<file path="config.mk">
export PLATFORM = sky130hd
export DESIGN_NAME = lut_stream_loader
export DESIGN_NICKNAME = d
export VERILOG_FILES = /design/src/rtl/lut_stream_loader.sv
export SDC_FILE = /design/constraint.sdc
export NUM_CORES = 1
export LEC_CHECK = 0
export ABC_CLOCK_PERIOD_IN_PS = 3000
export CAP_MARGIN = 0
export CELL_PAD_IN_SITES_DETAIL_PLACEMENT = 1
export CELL_PAD_IN_SITES_GLOBAL_PLACEMENT = 2
export CORE_UTILIZATION = 29
export DETAILED_ROUTE_END_ITERATION = 8
export GPL_TIMING_DRIVEN = 0
export PLACE_DENSITY = 0.83
export SLEW_MARGIN = 30
export SYNTH_ARGS = -nofsm -noshare
export SYNTH_HDL_FRONTEND = slang
export SYNTH_SLANG_ARGS = --single-unit
</file>
<file path="constraint.sdc">
create_clock -name clka -period 3 [get_ports clka]
set_clock_uncertainty 0.2 [all_clocks]
set_input_delay 0.6 -clock clka [delete_from_list [all_inputs] [get_ports clka]]
set_output_delay 0.6 -clock clka [all_outputs]
set_load 0.005 [all_outputs]
</file>
<file path="src/rtl/lut_stream_loader.sv">
// lut_stream_loader: streams words into a synchronous LUT RAM at sequential
// addresses. A load is armed with a base address and word count, data arrives
// over valid/ready, and the RAM write port (wea/addra/dina) is driven from
// registers one cycle after each handshake. Reports done, a sticky address-wrap
// flag and, optionally, an XOR checksum result.
// Optional feature macro: LUT_LOADER_CSUM_EN (adds exp_csum input, csum_ok output).
module lut_stream_loader #(
    parameter int MXADRB    = 9,
    parameter int MXDATB    = 11,
    parameter int ROMLENGTH = 1 << MXADRB
) (
    input  logic              clka,
    input  logic              rstn,
    input  logic              start,
    input  logic              abort,
    input  logic [MXADRB-1:0] base_addr,
    input  logic [MXADRB:0]   nwords,
    input  logic [MXDATB-1:0] s_data,
    input  logic              s_valid,
    output logic              s_ready,
    output logic              wea,
    output logic [MXADRB-1:0] addra,
    output logic [MXDATB-1:0] dina,
    output logic              busy,
    output logic              done,
    output logic              err_wrap
`ifdef LUT_LOADER_CSUM_EN
    ,
    output logic              csum_ok,
    input  logic [MXDATB-1:0] exp_csum
`endif
);

    localparam logic [MXADRB-1:0] ADDR_MAX = MXADRB'(ROMLENGTH - 1);
    localparam logic [MXADRB:0]   DEPTH    = (MXADRB + 1)'(ROMLENGTH);

    typedef enum logic [1:0] {
        ST_IDLE = 2'd0,
        ST_LOAD = 2'd1,
        ST_DONE = 2'd2
    } state_t;

    state_t              state_q, state_d;
    logic [MXADRB-1:0]   addr_q, addr_d;       // next RAM address to write
    logic [MXADRB:0]     rem_q, rem_d;         // words still to accept
    logic                wrap_q, wrap_d;       // counter has rolled over to 0
    logic                wea_q, wea_d;
    logic [MXADRB-1:0]   addra_q, addra_d;
    logic [MXDATB-1:0]   dina_q, dina_d;
    logic                done_q, done_d;
    logic                err_wrap_q, err_wrap_d;
`ifdef LUT_LOADER_CSUM_EN
    logic [MXDATB-1:0]   csum_q, csum_d;
    logic                csum_ok_q, csum_ok_d;
    logic [MXDATB-1:0]   csum_next;
`endif

    logic handshake;
    logic last_word;
    logic [MXADRB:0] nwords_clamped;

    assign handshake      = (state_q == ST_LOAD) && s_valid;
    assign last_word      = (rem_q == {{MXADRB{1'b0}}, 1'b1});
    assign nwords_clamped = (nwords > DEPTH) ? DEPTH : nwords;

    assign s_ready  = (state_q == ST_LOAD);
    assign busy     = (state_q == ST_LOAD);
    assign wea      = wea_q;
    assign addra    = addra_q;
    assign dina     = dina_q;
    assign done     = done_q;
    assign err_wrap = err_wrap_q;
`ifdef LUT_LOADER_CSUM_EN
    assign csum_ok   = csum_ok_q;
    assign csum_next = csum_q ^ s_data;
`endif

    // Next-state logic: abort has priority over completing the final word.
    always_comb begin
        state_d = state_q;
        case (state_q)
            ST_IDLE: if (start && (nwords != '0)) state_d = ST_LOAD;
            ST_LOAD: begin
                if (abort)                       state_d = ST_IDLE;
                else if (handshake && last_word) state_d = ST_DONE;
            end
            ST_DONE: state_d = ST_IDLE;
            default: state_d = ST_IDLE;
        endcase
    end

    // Datapath next values: arming, per-handshake write staging, wrap and checksum.
    always_comb begin
        addr_d     = addr_q;
        rem_d      = rem_q;
        wrap_d     = wrap_q;
        wea_d      = 1'b0;
        addra_d    = addra_q;
        dina_d     = dina_q;
        done_d     = 1'b0;
        err_wrap_d = err_wrap_q;
`ifdef LUT_LOADER_CSUM_EN
        csum_d     = csum_q;
        csum_ok_d  = csum_ok_q;
`endif
        if ((state_q == ST_IDLE) && start) begin
`ifdef LUT_LOADER_CSUM_EN
            csum_d    = '0;
            csum_ok_d = 1'b0;
`endif
            if (nwords != '0) begin
                addr_d     = base_addr;
                rem_d      = nwords_clamped;
                wrap_d     = 1'b0;
                err_wrap_d = 1'b0;
            end else begin
                // Empty load completes immediately without touching the RAM.
                done_d = 1'b1;
            end
        end
        if (handshake) begin
            wea_d   = 1'b1;
            addra_d = addr_q;
            dina_d  = s_data;
            rem_d   = rem_q - 1'b1;
            if (addr_q == ADDR_MAX) begin
                addr_d = '0;
                wrap_d = 1'b1;
            end else begin
                addr_d = addr_q + 1'b1;
            end
            // Any write after the rollover lands at the wrapped address.
            if (wrap_q) err_wrap_d = 1'b1;
`ifdef LUT_LOADER_CSUM_EN
            csum_d = csum_next;
`endif
            if (last_word && !abort) begin
                done_d = 1'b1;
`ifdef LUT_LOADER_CSUM_EN
                // Result becomes visible together with done and holds until next start.
                csum_ok_d = (csum_next == exp_csum);
`endif
            end
        end
    end

    // State and datapath registers; reset abandons any load in progress.
    always_ff @(posedge clka or negedge rstn) begin
        if (!rstn) begin
            state_q    <= ST_IDLE;
            addr_q     <= '0;
            rem_q      <= '0;
            wrap_q     <= 1'b0;
            wea_q      <= 1'b0;
            addra_q    <= '0;
            dina_q     <= '0;
            done_q     <= 1'b0;
            err_wrap_q <= 1'b0;
`ifdef LUT_LOADER_CSUM_EN
            csum_q     <= '0;
            csum_ok_q  <= 1'b0;
`endif
        end else begin
            state_q    <= state_d;
            addr_q     <= addr_d;
            rem_q      <= rem_d;
            wrap_q     <= wrap_d;
            wea_q      <= wea_d;
            addra_q    <= addra_d;
            dina_q     <= dina_d;
            done_q     <= done_d;
            err_wrap_q <= err_wrap_d;
`ifdef LUT_LOADER_CSUM_EN
            csum_q     <= csum_d;
            csum_ok_q  <= csum_ok_d;
`endif
        end
    end

endmodule

</file>
==> impl_metrics.ini, run 1 <==
[global_routing]
grt_pass1_vias = 2150
antenna_found_initial = 0
track_usage_pct = 16.5
grt_pass1_wl_um = 10700
gr-total-overflow = 0
grt_max_degree = 46

[sta]
period_share_pct = 91.7
hold_ws_ps = 84.7
rsz0062_at_grt = false
period_minus_slack_ps = 2750
final-hold-violation-count = 0
worst_pin_slew_ps = 644
slew_viol_final = 0
clock.fmax_mhz = 363
setup_viol = 0
setup_tns_ps = 0
relSlewSlack_pct = 56.8

[critical_path]
crit_type = flip-flop to flip-flop
critPathMaxStageDelay_ps = 430
critPathLaunchType = flip-flop
regToRegEndpoint = addr_q[7]
timing.rr.start = addr_q[0]
crit_arrival_ps = 2740
r2r_slack_ps = 250
cp_common_cell = ha_1
path_max_fanout = 10
cp_cell_sequence = ha_1, nand3_1, nor3_1, ha_1, nand4bb_1, buf_2, nor2_1, mux2_2, a221o_1
crit_path_end_kind = flip-flop
slowest_stage = dfrtp_1
r2r_cells = 9
worstPathRequired_ps = 2990

[placed_design]
io_buffers = 59
placed_area_sq_mm = 0.00296
routabilityCongestion = 0.797
dpl.hpwl_um = 4620

[cells_and_area]
fin_nets = 341
area_growth_pct = 37.8
n_antenna_cell = 0
drive_above_1_share_pct = 9.57
n_fill_cell = 872
design_area_sq_mm = 0.00310
multi_input_area_sq_mm = 0.00101
final_util_pct = 42.0
ff_latch_area_sq_mm = 0.00113

[route]
vias_per_cell = 4.97
wl_per_cell_um = 15.7
wl_met1_um = 2960
met3_length_um = 251
num_vias = 1997
dr.max_layer_used = met4
ant_nets = 0
met2_length_um = 3020
drc = 0
firstDrtPassIters = 4
wl_um = 6290
drt-initial-drc-count = 52

[synthesis]
synth_cells = 236
yosys.cell_types.count = 55
async_flop_share_pct = 100
syn_area_per_cell_sq_um = 9.52
syn_nets = 275
ys_ff_latch = 45
synth-main-ff-cell = dfrtp_1
synth_edf_count = 0
ys_seq_area_share_pct = 50.1
synth_warnings = 0
syn_area_sq_mm = 0.00225

[clock_tree]
clkLatencyLatePin_ps = 300
numCtsBuffers = 5
postCtsHoldBufs = 0
clkSinkCount = 45
cts_resized = 0
cts_buffer_depth = 2
path_clk_slew_ps = 90
tritoncts = done
cts_root_buf = clkbuf_8
cts_max_level = 2
cts_setup_buffers = 0

[die]
fp.dieW_um = 90
start_util_pct = 30.5
die_area_sq_mm = 0.00810
boundaryPins = 60
die_h_um = 90
core_sq_mm = 0.00737
num_rows = 31

[power]
pwr_density_cell_mw_per_mm2 = 731
peakVddDrop_mv = 0.237
p_total_mw = 2.26
cellLeakagePower_nw = 1.39

[outcome]
status = complete, no violations

[run]
max_cap_viol_count = 0

[worst_hold_path]
hp-class = primary input to asynchronous set/reset pin
-- metal layers --
metal | GRT usage, % | vias up
li1 | - | 965
met1 | 21.4 | 982
met2 | 27.8 | 45
met3 | 3.72 | 5
met4 | 4.03 | 0
met5 | 0 | -
-- stage by stage --
stage / cells / setup slack (ps)
floorplan: 236 / 759
global placement: 394 / -294
detailed placement: 394 / 127
CTS: 402 / 245
global route: 402 / 40.9
finish: 402 / 248
-- critical path, delay by kind of cell (launching register included) --
family	cells	cell delay, ps
mux	1	270
compound gates	1	260
fa+ha+maj	2	490
flops	1	430
buf+inv	1	240
simple gates	4	770
-- worst max-delay path by stage --
stage	from	to	slack, ps	cells past startpoint
after floorplan	addr_q[0]	addr_q[7]	760	9
after global placement	rstn	dina[1]	-290	1
after detailed placement	nwords[2]	addr_q[3]	130	5
after CTS	addr_q[0]	addr_q[7]	250	9
after global routing	addr_q[0]	addr_q[7]	40	9
final	addr_q[0]	addr_q[7]	250	9
-- where the power goes --
part	internal [mW]	switching [mW]	total [mW]
clock	0.335	0.224	0.559
combinational	0.412	0.321	0.733
sequential	0.798	0.171	0.970
-- cell families (layout without fill, tap and decap cells) --
kind of cell               Yosys count  after routing  synth area share [%]
adders and majority gates            4              4                  2.23
muxes                                1              1                 0.501
and+or+nand+nor                    126            126                  27.0
buffers and inverters               18             85                  4.68
AOI/OAI and AO/OA                   42             42                  15.4
DFF                                 45             45                  50.1
-- cells in the mapped netlist, types with 2 or more instances --
cell type  number  area (sq um)
dfrtp_1        45          1130
a311o_1         2          20.0
a21oi_1         2          10.0
a21o_1          3          22.5
nor3_1          4          20.0
o21ai_0         4          20.0
o211ai_1        5          37.5
buf_2           4          20.0
nand3_1         9          45.0
a22o_1          2          17.5
nand3b_1        3          22.5
inv_1           5          18.8
buf_4           2          15.0
or3_1           4          25.0
a221o_1         5          50.1
o221ai_1        3          26.3
nand2_1        76           285
ha_1            4          50.1
clkbuf_1        2          7.51
buf_6           2          22.5
o21ba_2         2          20.0
nand2b_1        4          25.0
a221o_2         2          22.5
nor2_1          8          30.0
nor4_1          4          25.0
-- cells in the final DEF (no fill, tap or decap), drive strengths merged, types with 2 or more instances in the layout --
| master | Yosys | routed |
|---|---|---|
| a21o | 3 | 3 |
| a21oi | 3 | 3 |
| a221o | 7 | 7 |
| a22o | 2 | 2 |
| a311o | 2 | 2 |
| a31o | 2 | 2 |
| buf | 9 | 10 |
| bufinv | 0 | 2 |
| clkbuf | 3 | 8 |
| clkdlybuf4s50 | 0 | 58 |
| dfrtp | 45 | 45 |
| ha | 4 | 4 |
| inv | 6 | 7 |
| nand2 | 76 | 76 |
| nand2b | 4 | 4 |
| nand3 | 9 | 9 |
| nand3b | 3 | 3 |
| nor2 | 9 | 9 |
| nor3 | 4 | 4 |
| nor3b | 2 | 2 |
| nor4 | 5 | 5 |
| o211ai | 5 | 5 |
| o21ai | 4 | 4 |
| o21ba | 2 | 2 |
| o221ai | 3 | 3 |
| or3 | 4 | 4 |
-- final cells by class --
class                   instances  area share (%)
multi-input cells             173            32.8
inverters                       6           0.728
clock inverters                 3            2.22
flip-flops and latches         45            36.4
clock buffers                   5            2.22
plain buffers                  12            2.67
repair buffers                 59            19.0
well taps                      99            4.00
-- sequential cells by signal, summed over array words and instances (netlist names) --
| register | flops |
|---|---|
| err_wrap | 1 |
| wea | 1 |
| rem_q | 10 |
| state_q | 2 |
| wrap_q | 1 |
| dina | 11 |
| done | 1 |
| addra | 9 |
| addr_q | 9 |
(Power assumes the default switching activity.)
==> inputs of run 2 (changes only) <==
ABC_AREA = 1   (was not set)
ABC_CLOCK_PERIOD_IN_PS = 3500   (was 3000)
CAP_MARGIN = not set   (was 0)
PLACE_DENSITY = 0.88   (was 0.83)
clock period = 3.5 ns   (was 3 ns; I/O delays follow)
==> run 2 against run 1 <==
Against the previous run: non-clock buffer count decreased by 1; setup slack improved by 890 ps; wire length increased by 9.5%; largest power group unchanged.
==> impl_metrics.ini, run 2 <==
[global_routing]
grt_max_degree = 46
grt_pass1_vias = 2323
gr-total-overflow = 0
antenna_found_initial = 0
track_usage_pct = 16.7
grt_pass1_wl_um = 11400

[synthesis]
synth_edf_count = 0
synth-simple-area-share_pct = 36.8
synth-main-ff-cell = dfrtp_1
yosys-top-cells-area = dfrtp_1 46%, nand2_1 21%, nand3_1 5.9%
async_flop_share_pct = 100
syn_area_sq_mm = 0.00247
synth_adder_area_share_pct = 2.03
synth_xor_area_share_pct = 0.355
synth_cells = 336
synth_warnings = 0
synthTopCellsByCount = 140 x nand2_1, 45 x dfrtp_1, 29 x nand3_1, 28 x inv_1, 25 x nor2_1
yosys.cell_types.count = 26
syn_area_per_cell_sq_um = 7.35
synth_compound_area_share_pct = 7.40
ys_ff_latch = 45
syn_nets = 375
synth_mux_area_share_pct = 0
synth_area_leader_cell = dfrtp_1
ys_seq_area_share_pct = 45.6
synthDominantCellAreaShare_pct = 45.6
synth_most_common_cell = nand2_1
synth_top_family_by_area = simple AND/OR/NAND/NOR gates

[worst_hold_path]
hp-class = primary input to asynchronous set/reset pin

[power]
power_frac_comb_pct = 39.7
p_switching_uw = 674
p_int_mw = 1.16
seqPwrFrac_pct = 42.2
cellLeakagePower_nw = 1.63
pwr_density_cell_mw_per_mm2 = 558
peakVddDrop_mv = 0.157
switching_share_pct = 36.8
clkPwrFrac_pct = 18.1
p_total_mw = 1.83

[outcome]
status = complete, no violations

[sta]
layout_setup_ws_ps = 1140
slew_viol_final = 0
clock.fmax_mhz = 424
relSlewSlack_pct = 60.7
setup_viol = 0
period_share_pct = 67.4
hold_ws_ps = 207
rsz0062_at_grt = false
worst_pin_slew_ps = 589
setup_tns_ps = 0
period_minus_slack_ps = 2360
final-hold-violation-count = 0

[cells_and_area]
fin_nets = 441
layout_common_cells = 140 x nand2_1, 58 x clkdlybuf4s50_1, 45 x dfrtp_1, 29 x nand3_1, 28 x inv_1
n_antenna_cell = 0
largest_reg_flops = 11
n_fill_cell = 1023
ff_latch_area_sq_mm = 0.00113
final_common_cell = nand2_1
drive_above_1_share_pct = 10.2
multi_input_area_sq_mm = 0.00115
area_growth_pct = 32.8

[route]
num_vias = 2324
drt-initial-drc-count = 73
firstDrtPassIters = 4
wl_um = 6890
ant_nets = 0
wl_per_cell_um = 13.6
vias_per_cell = 4.58
drc = 0

[clock_tree]
cts_setup_buffers = 0
numCtsBuffers = 5
tritoncts = done
cts_resized = 0
clkSinkCount = 45
path_clk_slew_ps = 90
clkLatencyLatePin_ps = 300
cts_max_level = 2
postCtsHoldBufs = 0
cts_root_buf = clkbuf_8
cts_buffer_depth = 2

[placed_design]
routabilityCongestion = 0.781
post-place-ws_ps = 969
io_buffers = 59
dpl.hpwl_um = 5270

[die]
boundaryPins = 60
num_rows = 33
start_util_pct = 30.1
fp.dieW_um = 94.3
die_area_sq_mm = 0.00889
die_h_um = 94.3
core_sq_mm = 0.00822

[critical_path]
cp_cell_sequence = nor2_4, buf_4, clkdlybuf4s50_1
r2r_cells = 11
slowest_stage = clkdlybuf4s50_1
r2r_slack_ps = 1320
regToRegEndpoint = addr_q[7]
worstPathRequired_ps = 2600
path_max_fanout = 3
timing.rr.start = addr_q[0]
crit_family = buffers and inverters
crit_arrival_ps = 1460
critPathMaxStageDelay_ps = 480
critPathLaunchType = flip-flop
path_buf_inv = 2
crit_path_end_kind = output pin
crit_type = flip-flop to output pin

[run]
max_cap_viol_count = 0
[run 2: logic make-up (layout without fill, tap and decap cells)]
kind of cell             Yosys count  count (layout)
AND/OR/NAND/NOR                  214             214
XOR/XNOR                           1               1
AO/OA/AOI/OAI                     31              31
flip-flops                        45              45
buffers and inverters             41             107
adder cells (fa/ha/maj)            4               4
[run 2: through the flow]
| stage | instance area (sq um) | utilization [%] | std cells |
|---|---|---|---|
| after floorplan | 2470 | - | 336 |
| after global placement | 3190 | 38.8 | 500 |
| after detailed placement | 3190 | 38.8 | 500 |
| after CTS | 3280 | 39.9 | 507 |
| after global routing | 3280 | 39.9 | 507 |
| final | 3280 | 39.9 | 507 |
[run 2: layer usage]
metal / vias up / global-route usage (%) / part of all wire (%)
met5: - / 0 / 0
met4: 0 / 4.23 / 1.1
met3: 6 / 2.51 / 3.0
met2: 45 / 27.0 / 46
met1: 1095 / 23.1 / 50
li1: 1178 / - / -
[run 2: layout make-up]
type | count | area share [%]
well taps | 105 | 4.01
clock inverters | 1 | 0.229
plain buffers | 11 | 2.48
inverters | 30 | 3.43
clock buffers | 6 | 2.52
flip-flops and latches | 45 | 34.3
repair buffers | 59 | 17.9
multi-input cells | 250 | 35.1
[run 2: worst reg2reg max path, delay by kind of cell, from the launching register on]
kind | cells | cell delay, ps
simple gates | 8 | 880
fa+ha+maj | 2 | 490
flops | 1 | 440
compound gates | 1 | 120
[run 2: worst max-delay path by stage]
stage / endpoint / startpoint / cells after the start
final: s_ready / state_q[1] / 3
after global routing: s_ready / state_q[1] / 3
after CTS: s_ready / state_q[1] / 3
after detailed placement: addr_q[8] / nwords[5] / 10
after global placement: rem_q[4] / rstn / 1
after floorplan: addr_q[7] / addr_q[0] / 11
[run 2: power groups by stage]
stage | sequential (mW) | combinational [mW] | clock, mW
after CTS | 0.773 | 0.739 | 0.345
final | 0.772 | 0.726 | 0.332
after global placement | 0.776 | 0.715 | 0
after global routing | 0.795 | 0.828 | 0.369
after detailed placement | 0.782 | 0.736 | 0
after floorplan | 0.768 | 0.404 | 0
